[src/rtl/fir_tap_port_arbiter.sv]
// fir_tap_port_arbiter
//   Shares the single-port tap-coefficient BRAM between the AXI-lite
//   configuration path (cfg, read/write) and the FIR MAC engine (eng,
//   read-only).
//   - While no frame runs (ap_busy=0), a tie goes round-robin to the requester
//     that was not granted last.
//   - While a frame runs, the engine has strict priority. cfg reads take only
//     idle engine cycles, and cfg writes wait, so the taps stay frozen for the
//     whole frame.
//   - Each grant issues one BRAM access in the following cycle.
//   - A tag pipeline carries (valid, owner, oor, err) alongside the BRAM read
//     latency, so each read return goes to the requester that issued it.
//
// Ports
//   axis_clk, axis_rst_n           clock, asynchronous active-low reset
//   ap_busy                        frame in progress
//   cfg_req/we/wstrb/addr/wdata    cfg request, held until cfg_gnt
//   cfg_gnt                        cfg request accepted (combinational)
//   cfg_rvalid/rdata               cfg read return (rdata 0 when not valid)
//   cfg_err                        1-cycle pulse for an out-of-range cfg access
//   eng_req/addr                   engine read request, held until eng_gnt
//   eng_gnt                        engine request accepted (combinational)
//   eng_rvalid/rdata               engine read return (rdata 0 when not valid)
//   tap_EN/WE/A/Di/Do              BRAM port (registered controls, read data in)
module fir_tap_port_arbiter #(
  parameter int pADDR_WIDTH = 12,
  parameter int pDATA_WIDTH = 32,
  parameter int TAP_DEPTH   = 11,
  parameter int RD_LATENCY  = 1
) (
  input  logic                   axis_clk,
  input  logic                   axis_rst_n,
  input  logic                   ap_busy,
  input  logic                   cfg_req,
  input  logic                   cfg_we,
  input  logic [3:0]             cfg_wstrb,
  input  logic [pADDR_WIDTH-1:0] cfg_addr,
  input  logic [pDATA_WIDTH-1:0] cfg_wdata,
  output logic                   cfg_gnt,
  output logic                   cfg_rvalid,
  output logic [pDATA_WIDTH-1:0] cfg_rdata,
  output logic                   cfg_err,
  input  logic                   eng_req,
  input  logic [pADDR_WIDTH-1:0] eng_addr,
  output logic                   eng_gnt,
  output logic                   eng_rvalid,
  output logic [pDATA_WIDTH-1:0] eng_rdata,
  output logic                   tap_EN,
  output logic [3:0]             tap_WE,
  output logic [pADDR_WIDTH-1:0] tap_A,
  output logic [pDATA_WIDTH-1:0] tap_Di,
  input  logic [pDATA_WIDTH-1:0] tap_Do
);

  localparam int IDX_W = pADDR_WIDTH - 2;
  localparam logic [IDX_W-1:0]       TAP_LIMIT  = IDX_W'(TAP_DEPTH);
  localparam logic [pADDR_WIDTH-1:0] ALIGN_MASK = {{IDX_W{1'b1}}, 2'b00};
  localparam logic OWNER_CFG = 1'b0;
  localparam logic OWNER_ENG = 1'b1;

  typedef struct packed {
    logic valid;  // a read is in flight in this slot
    logic owner;  // requester that issued it
    logic oor;    // out of range: the BRAM was not enabled, so return zero
    logic err;    // out-of-range cfg access, reported one cycle after grant
  } tag_t;

  logic                   last_gnt;
  logic                   cfg_ok;
  logic                   gnt_cfg;
  logic                   gnt_eng;
  logic                   any_gnt;
  logic                   sel_we;
  logic                   sel_oor;
  logic [pADDR_WIDTH-1:0] sel_addr;
  tag_t                   tag_q [RD_LATENCY+1];

  // NOTE: every always_comb output gets a default first, so no path can
  // leave a value unassigned and infer a latch.
  always_comb begin
    gnt_cfg  = 1'b0;
    gnt_eng  = 1'b0;
    sel_addr = cfg_addr;
    // During a frame, a cfg write never enters, and a cfg read uses only a
    // cycle the engine leaves idle.
    cfg_ok   = cfg_req && !(ap_busy && (cfg_we || eng_req));
    if (axis_rst_n) begin
      if (eng_req && (ap_busy || !cfg_req || last_gnt == OWNER_CFG)) begin
        gnt_eng  = 1'b1;
        sel_addr = eng_addr;
      end else begin
        gnt_cfg  = cfg_ok;
      end
    end
    any_gnt = gnt_cfg || gnt_eng;
    sel_we  = gnt_cfg && cfg_we;
    sel_oor = sel_addr[pADDR_WIDTH-1:2] >= TAP_LIMIT;
  end

  assign cfg_gnt = gnt_cfg;
  assign eng_gnt = gnt_eng;

  // NOTE: sequential state uses non-blocking assignments only. All flops then
  // update together at the edge, whatever order the statements are in.
  always_ff @(posedge axis_clk or negedge axis_rst_n) begin
    if (!axis_rst_n) begin
      last_gnt <= OWNER_ENG;   // cfg wins the first tie after reset
      tap_EN   <= 1'b0;
      tap_WE   <= '0;
      tap_A    <= '0;
      tap_Di   <= '0;
    end else begin
      if (any_gnt) begin
        last_gnt <= gnt_eng;
        tap_A    <= sel_addr & ALIGN_MASK;
      end
      if (sel_we) begin
        tap_Di <= cfg_wdata;
      end
      tap_EN <= any_gnt && !sel_oor;
      tap_WE <= (sel_we && !sel_oor) ? cfg_wstrb : 4'b0000;
    end
  end

  // NOTE: the tag pipeline is reset even though it is array-shaped. A
  // stale valid bit left over from before reset would otherwise surface as a
  // spurious rvalid after reset is released.
  always_ff @(posedge axis_clk or negedge axis_rst_n) begin
    if (!axis_rst_n) begin
      for (int i = 0; i <= RD_LATENCY; i++) begin
        tag_q[i] <= '0;
      end
    end else begin
      tag_q[0] <= '{valid: any_gnt && !sel_we,
                    owner: gnt_eng,
                    oor:   sel_oor,
                    err:   gnt_cfg && sel_oor};
      for (int i = 1; i <= RD_LATENCY; i++) begin
        tag_q[i] <= tag_q[i-1];
      end
    end
  end

  // Stage 0 lines up with the BRAM enable cycle.
  // Stage RD_LATENCY lines up with valid tap_Do.
  always_comb begin
    cfg_err    = tag_q[0].err;
    cfg_rvalid = tag_q[RD_LATENCY].valid && tag_q[RD_LATENCY].owner == OWNER_CFG;
    eng_rvalid = tag_q[RD_LATENCY].valid && tag_q[RD_LATENCY].owner == OWNER_ENG;
    cfg_rdata  = (cfg_rvalid && !tag_q[RD_LATENCY].oor) ? tap_Do : '0;
    eng_rdata  = (eng_rvalid && !tag_q[RD_LATENCY].oor) ? tap_Do : '0;
  end

endmodule

[config.mk]
export PLATFORM = sky130hd
export DESIGN_NAME = fir_tap_port_arbiter
export DESIGN_NICKNAME = d
export VERILOG_FILES = /design/src/rtl/fir_tap_port_arbiter.sv
export SDC_FILE = /design/constraint.sdc
export NUM_CORES = 1
export LEC_CHECK = 0
export CAP_MARGIN = 20
export CORE_MARGIN = 3
export CORE_UTILIZATION = 30
export CTS_BUF_LIST = sky130_fd_sc_hd__clkbuf_8
export DETAILED_ROUTE_END_ITERATION = 8
export PLACE_DENSITY = 0.78
export SYNTH_ARGS = -nofsm -noshare
export SYNTH_HDL_FRONTEND = slang
export SYNTH_SLANG_ARGS = --single-unit
[constraint.sdc]
create_clock -name axis_clk -period 1.8 [get_ports axis_clk]
set_input_delay 0.36 -clock axis_clk [delete_from_list [all_inputs] [get_ports axis_clk]]
set_output_delay 0.36 -clock axis_clk [all_outputs]
set_load 0.02 [all_outputs]
==> metrics.md, run 1 <==
| Metric | Value |
|---|---|
| DR WL met2 | `4786 um` |
| Area Overhead vs Synth | `95.71%` |
| DRC Markers | `0` |
| TritonCTS clock tree | `done` |
| Clock slew at reported path FFs | `110 ps` |
| Nets | `548` |
| Die area | `10020 sq um` |
| Final setup viols | `0` |
| FF+latch count, synth | `55` |
| CP required | `1440 ps` |
| DR pass1 iterations | `4` |
| CTS sink cnt | `55` |
| Commonest non-fill, non-tap cell in the layout | `clkdlybuf4s50_1` |
| Global-route wire length before repair | `13230 um` |
| GPL Wtd Cong | `0.8141` |
| Fin Clk Skew | `10.56 ps` |
| Met3 WL | `876 um` |
| Share of layout cells above drive strength 1 | `0.3415` |
| Fmax | `558.6 MHz` |
| Vias after detailed routing | `2515` |
| CP arrival | `1430 ps` |
| Final WL | `8882 um` |
| Post-DP HPWL | `6904 um` |
| M1 WL | `3160 um` |
| Final min period | `1790 ps` |
| CTS root buffer | `clkbuf_8` |
| Final period util | `0.9946` |
| Fin cells | `556` |
| Power Dens Cells | `724.7 nW/um^2` |
| Core Region | `8423 sq um` |
| Crit path max fanout | `32` |
| Syn. warnings | `0` |
| Vias per Instance | `4.523` |
| Syn Area/Cell | `11.70 sq um` |
| Max Cap Viol | `0` |
| Initial Util | `0.3154` |
| Antenna Nets Post-Route | `0` |
| Number of top-level pins | `216` |
| GR Overflow Total | `0` |
| CP Launch Type | `register` |
| Avg WL per Cell | `15.97 um` |
| R2R Setup Slk | `30 ps` |
| Relative slew slack | `0.6194` |
| Num CTS Buffers | `5` |
| Ant. Diodes | `0` |
| Synth unique cells | `28` |
| Initial drt markers | `31` |
| # rows | `33` |
| Clock Latency Late Sink | `310 ps` |
| Total Routing Usage GR | `0.1650` |
| PortBufs | `209` |
| Final Max Slew Viols | `0` |
| Hold slack | `166.3 ps` |
| Clock tree buffer depth | `2` |
| Lkg Pwr | `2.374 nW` |
| Worst Max-Slew Pin Slew | `570.9 ps` |
| VDD IR max | `0.5219 mV` |
| CTS HTree Levels | `2` |
| CP endpoint kind | `primary output` |
| Post-Syn Area | `2656 sq um` |
| Post-synthesis sequential area ratio | `0.5186` |
| Placed insts | `542` |
| Cells after synthesis | `227` |
| Die W | `100.1 um` |
| Commonest non-fill, non-tap cells in the layout | `clkdlybuf4s50_1, buf_6, dfrtp_1` |
| Initial antenna violation count | `0` |
| Top Metal Used | `met4` |
| Setup CP Type | `reg -> out` |
| Min-delay worst type | `in -> async` |
| Fin. Hold Viols | `0` |
| Largest net degree at the start of global routing | `46` |
| Vias in the first global route | `2668` |
| RSZ-0062 raised after global routing | `true` |
| Outcome | `finished clean` |
| Die H | `100.1 um` |
-- cell usage after synthesis, drive strengths merged --
cell	count	area [sq um]
a21o	3	23.77
a2111oi	2	55.05
and3	4	25.02
a21boi	1	7.510
nor3b	1	7.510
buf	6	35.03
a21oi	11	55.05
nor4b	1	23.77
nor2b	3	18.77
clkbuf	8	30.03
and2	65	406.6
conb	1	3.750
dfrtp	54	1351
o21ai	1	5.000
mux2i	10	100.1
or4	2	18.77
and3b	1	8.760
dfstp	1	26.28
o21bai	1	11.26
inv	3	11.26
nand2	4	15.01
mux2	33	375.3
nor2	11	41.29
-- per-layer routing --
metal,up-vias,track usage
li1,1197,-
met1,1188,0.1714
met2,126,0.3191
met3,4,0.05351
met4,0,0.03834
met5,-,0
-- final cells by class --
cell class / count / area (sq um)
sequential: 55 / 1378
clock inverter: 2 / 17.52
timing repair buffer: 229 / 2316
multi-input combinational: 156 / 1262
inverter: 3 / 11.26
clock buffer: 6 / 82.58
fill: 710 / 3224
tap: 105 / 131.4
-- final timing paths --
check / startpoint / endpoint / depth (start not counted)
worst max-delay path: tag_q[1] / cfg_rdata[7] / 4
worst min-delay path: axis_rst_n / tap_Di[20] / 2
worst max register to register: last_gnt / tap_Di[6] / 6
worst min register to register: tag_q[7] / tag_q[3] / 0
max in group asynchronous: axis_rst_n / tag_q[2] / 3
min in group axis_clk: tag_q[7] / tag_q[3] / 0
-- timing repair --
action / in CTS / in global routing
setup buffers: 0 / 2
gates resized for setup: 312 / 104
cloned: 0 / 3
setup endpoints to repair: 73 / 95
pin swaps: 3 / 13
endpoints found under the hold margin: 1 / 0
hold buffers: 1 / 0
-- power by group --
group	internal, mW	switching [mW]	leakage [nW]
sequential	1.48	0.127	0.661
clock	0.323	0.428	0.0522
combinational	0.792	0.617	1.66
total	2.60	1.17	2.37
-- critical path, cell delays in order, from the launching register on --
cell,delay [ps]
dfrtp_1,390
nor3b_2,250
buf_12,190
and2_1,140
buf_4,140
-- cell families (layout without fill, tap and decap cells) --
group,Yosys count,in the layout,synth area share
and+or+nand+nor,92,92,0.2129
DFF,55,55,0.5186
muxes,43,43,0.1790
AOI/OAI and AO/OA,19,19,0.05935
buffers and inverters,17,240,0.02873
other,1,2,0.001412
-- registers in the layout, indices dropped and copies added, names as in the netlist --
name and flops:
cfg_err 1, last_gnt 1, tag_q 6, tap_A 10, tap_Di 32, tap_EN 1, tap_WE 4
-- per-stage QoR --
step	worst slack [ps]	cell area, sq um	power, mW	util	setup TNS [ps]
after floorplan	62.41	2660	2.201	-	0
final	9.771	5199	3.768	0.6172	0
after detailed placement	-455.5	4949	3.046	0.5875	-21990
after global placement	-445.3	4949	3.003	0.5875	-19550
after global routing	-84.88	5199	3.977	0.6172	-4095
after CTS	-43.38	4847	3.801	0.5755	-72.01
Note: power is estimated with default switching activity, not from simulation.
==> inputs of run 2 (changes only) <==
CELL_PAD_IN_SITES_DETAIL_PLACEMENT = 2   (was not set)
CELL_PAD_IN_SITES_GLOBAL_PLACEMENT = 2   (was not set)
CORE_UTILIZATION = 16   (was 30)
CTS_CLUSTER_DIAMETER = 150   (was not set)
PLACE_DENSITY = not set   (was 0.78)
PLACE_DENSITY_LB_ADDON = 0.1   (was not set)
==> run 2 against run 1 <==
Against the previous run: the run now ends with negative setup slack left; die area grew 82%; via count grew 4.8%; largest power group unchanged; register-to-register slack gained 40 ps; largest cell class unchanged; sequential share of layout area shrank 1.7 points; critical path depth grew 1; global-route usage shrank 4.5 points; worst hold slack gained 140 ps; clock skew grew 5.1 ps; critical endpoint is now cfg_rdata[13]; sequential power is essentially flat; core utilization shrank 27 points; wire length grew 35%; final cell count grew 22%.
==> metrics.md, run 2 (synthesis results as in run 1) <==
| Metric | Value |
|---|---|
| Worst-case reg-to-reg path depth | `6 (unchanged)` |
| Failing checks | `negative setup slack` |
| Vias after detailed routing | `2636 (was 2515)` |
| Cell Chain, Critical Path | `nor3b_4 > buf_6 > clkbuf_16 > and2_4 > buf_6 (was nor3b_2 > buf_12 > and2_1 > buf_4)` |
| Number of cells on the critical path | `5 (was 4)` |
| Antenna Nets Post-Route | `0 (unchanged)` |
| Bufs and invs on worst path | `3 (was 2)` |
| Placed cell area | `5165 sq um (was 4949 sq um)` |
| Initial Util | `0.1654 (was 0.3154)` |
| Max Cap Viol | `0 (unchanged)` |
| Largest net degree at the start of global routing | `56 (was 46)` |
| Post-DP HPWL | `8926 um (was 6904 um)` |
| Final min period | `1910 ps (was 1790 ps)` |
| Setup CP Type | `reg -> out (unchanged)` |
| Commonest non-fill, non-tap cells in the layout | `clkdlybuf4s50_1, buf_6, dfrtp_1 (unchanged)` |
| Die H | `134.9 um (was 100.1 um)` |
| Fin util | `0.3460 (was 0.6172)` |
| Final Max Slew Viols | `0 (unchanged)` |
| Crit path max fanout | `8 (was 32)` |
| Final worst slack | `-109.9 ps (was 9.771 ps)` |
| Num CTS Buffers | `5 (unchanged)` |
| Global-route wire length before repair | `16900 um (was 13230 um)` |
| Lkg Pwr | `2.489 nW (was 2.374 nW)` |
| Fin. Hold Viols | `0 (unchanged)` |
| Final setup viols | `57 (was 0)` |
| Multi-input logic area | `1321 sq um (was 1262 sq um)` |
| Min-delay worst type | `in -> async (unchanged)` |
| Number of top-level pins | `216 (unchanged)` |
| Fmax | `523.6 MHz (was 558.6 MHz)` |
| Commonest non-fill, non-tap cell in the layout | `clkdlybuf4s50_1 (unchanged)` |
| R2r endpoint | `tap_Di[1] (was tap_Di[6])` |
| Biggest register | `tap_Di (unchanged)` |
| RR Startpoint | `last_gnt (unchanged)` |
| CP arrival | `1550 ps (was 1430 ps)` |
| # fillers | `1717 (was 710)` |
| GR Overflow Total | `0 (unchanged)` |
| Die W | `134.9 um (was 100.1 um)` |
| Post-route cell area | `5555 sq um (was 5199 sq um)` |
| Number of flip-flops in the largest register | `32 (unchanged)` |
| Clock slew at reported path FFs | `110 ps (about the same)` |
| Share of layout cells above drive strength 1 | `0.4017 (was 0.3415)` |
| R2R Setup Slk | `70 ps (was 30 ps)` |
| CTS root buffer | `clkbuf_8 (unchanged)` |
| Core Region | `16060 sq um (was 8423 sq um)` |
| RSZ-0062 raised after global routing | `true (unchanged)` |
| DRC Markers | `0 (unchanged)` |
| CP Launch Type | `register (unchanged)` |
| Initial drt markers | `47 (was 31)` |
| Ant. Diodes | `0 (unchanged)` |
| Largest regs | `tap_Di (32), tap_A (10), tag_q (6) (unchanged)` |
| Crit path max-delay cell type | `dfrtp_1 (unchanged)` |
| Final period util | `1.061 (was 0.9946)` |
| # rows | `46 (was 33)` |
| Avg WL per Cell | `17.63 um (was 15.97 um)` |
| CP endpoint kind | `primary output (unchanged)` |
| Vias in the first global route | `2842 (was 2668)` |
| Slowest Stage Delay on Critical Path | `410 ps (was 390 ps)` |
| Area Overhead vs Synth | `109.1% (was 95.71%)` |
| Final WL | `11970 um (was 8882 um)` |
| Crit path to | `cfg_rdata[13] (was cfg_rdata[7])` |
| DR pass1 iterations | `3 (was 4)` |
| Die area | `18180 sq um (was 10020 sq um)` |
| Power Dens Cells | `680.5 nW/um^2 (was 724.7 nW/um^2)` |
| VDD IR max | `0.3396 mV (was 0.5219 mV)` |
| CP required | `1440 ps (about the same)` |
| CTS sink cnt | `55 (unchanged)` |
| Clock tree buffer depth | `2 (unchanged)` |
| Crit. Startpoint | `tag_q[1] (unchanged)` |
| Worst Max-Slew Pin Slew | `747.6 ps (was 570.9 ps)` |
| Register area | `1378 sq um (unchanged)` |
| Most common cell type on the critical path | `buf_6` |
| Clock Latency Late Sink | `330 ps (was 310 ps)` |
| Relative slew slack | `0.5016 (was 0.6194)` |
| Vias per Instance | `3.882 (was 4.523)` |
| PortBufs | `209 (unchanged)` |
| CTS HTree Levels | `2 (unchanged)` |
| Outcome | `complete, but fails checks (was finished clean)` |
| Cell family with most CP delay | `flip-flops (unchanged)` |
| Fin Clk Skew | `15.70 ps (was 10.56 ps)` |
| Initial antenna violation count | `0 (unchanged)` |
| Nets | `561 (was 548)` |
| GPL Wtd Cong | `0.7248 (was 0.8141)` |
| TritonCTS clock tree | `done (unchanged)` |
| Total Routing Usage GR | `0.1198 (was 0.1650)` |
==> run 2: cell types whose count changed in the layout (fill, tap and decap cells not counted), moves of 2 or more <==
cell	before	now
buf_4	25	32
and2_4	15	32
buf_12	2	5
and2_1	50	33
clkbuf_16	1	3
==> run 2: how the worst min path moves through the flow <==
stage                           from         end  depth (start not counted)
after floorplan           axis_rst_n     cfg_err                          0
after global placement      tag_q[6]    tag_q[2]                          0
after detailed placement    tag_q[5]    tag_q[1]                          0
after CTS                 axis_rst_n  tap_Di[22]                          3
after global routing      axis_rst_n  tap_Di[22]                          3
final                     axis_rst_n  tap_Di[22]                          3
==> run 2: final cells by class <==
type | count | share of cell area
Multi-Input combinational cell | 156 | 0.2378
Clock buffer | 5 | 0.01239
Sequential cell | 55 | 0.2480
Tap cell | 216 | 0.04865
Timing Repair Buffer | 242 | 0.4480
Clock inverter | 2 | 0.003153
Inverter | 3 | 0.002027
==> run 2: metrics by stage <==
stage / std cells / setup TNS [ps] / total power, mW / worst slack, ps / hold WS (ps)
finish: 679 / -2843 / 3.780 / -109.9 / 309.7
floorplan: 228 / 0 / 2.201 / 62.41 / 64.41
global placement: 662 / -21730 / 3.054 / -325.0 / 332.9
detailed placement: 662 / -26750 / 3.085 / -389.5 / 337.8
CTS: 669 / -5847 / 3.856 / -202.3 / 334.0
global route: 679 / -7977 / 4.020 / -185.9 / 370.1
==> run 2: worst reg2reg max path, stage by stage, from the launching register on <==
cell       delay [ps]
dfstp_2           550
buf_4             110
nor2b_1            50
nor4b_4           220
buf_6             180
clkbuf_16         190
mux2_2            340
==> run 2: what timing repair did <==
action / in CTS / in global routing
setup buffers: 1 / 6
resized for setup: 336 / 96
endpoints found under the setup margin: 73 / 99
hold buffers: 0 / 0
cloned: 0 / 4
pin swaps: 3 / 31
==> run 2: per-layer routing <==
metal / part of all wire / GRT usage / up-vias / wire [um]
met5: 0 / 0 / - / 0
met4: 0.012 / 0.02828 / 0 / 140
met3: 0.087 / 0.04806 / 9 / 1037
met2: 0.51 / 0.2121 / 122 / 6073
met1: 0.39 / 0.1350 / 1277 / 4718
li1: - / - / 1228 / -
==> run 2: power breakdown <==
| part | switching, mW | total (mW) | internal (mW) |
|---|---|---|---|
| Combinational | 0.639 | 1.45 | 0.809 |
| Clock | 0.452 | 0.728 | 0.275 |
| Sequential | 0.125 | 1.60 | 1.48 |
==> inputs of run 3 (changes only) <==
HOLD_SLACK_MARGIN = 0.1   (was not set)
==> results of run 3 <==
The final DEF is identical to that of run 2; final timing and power are the same.
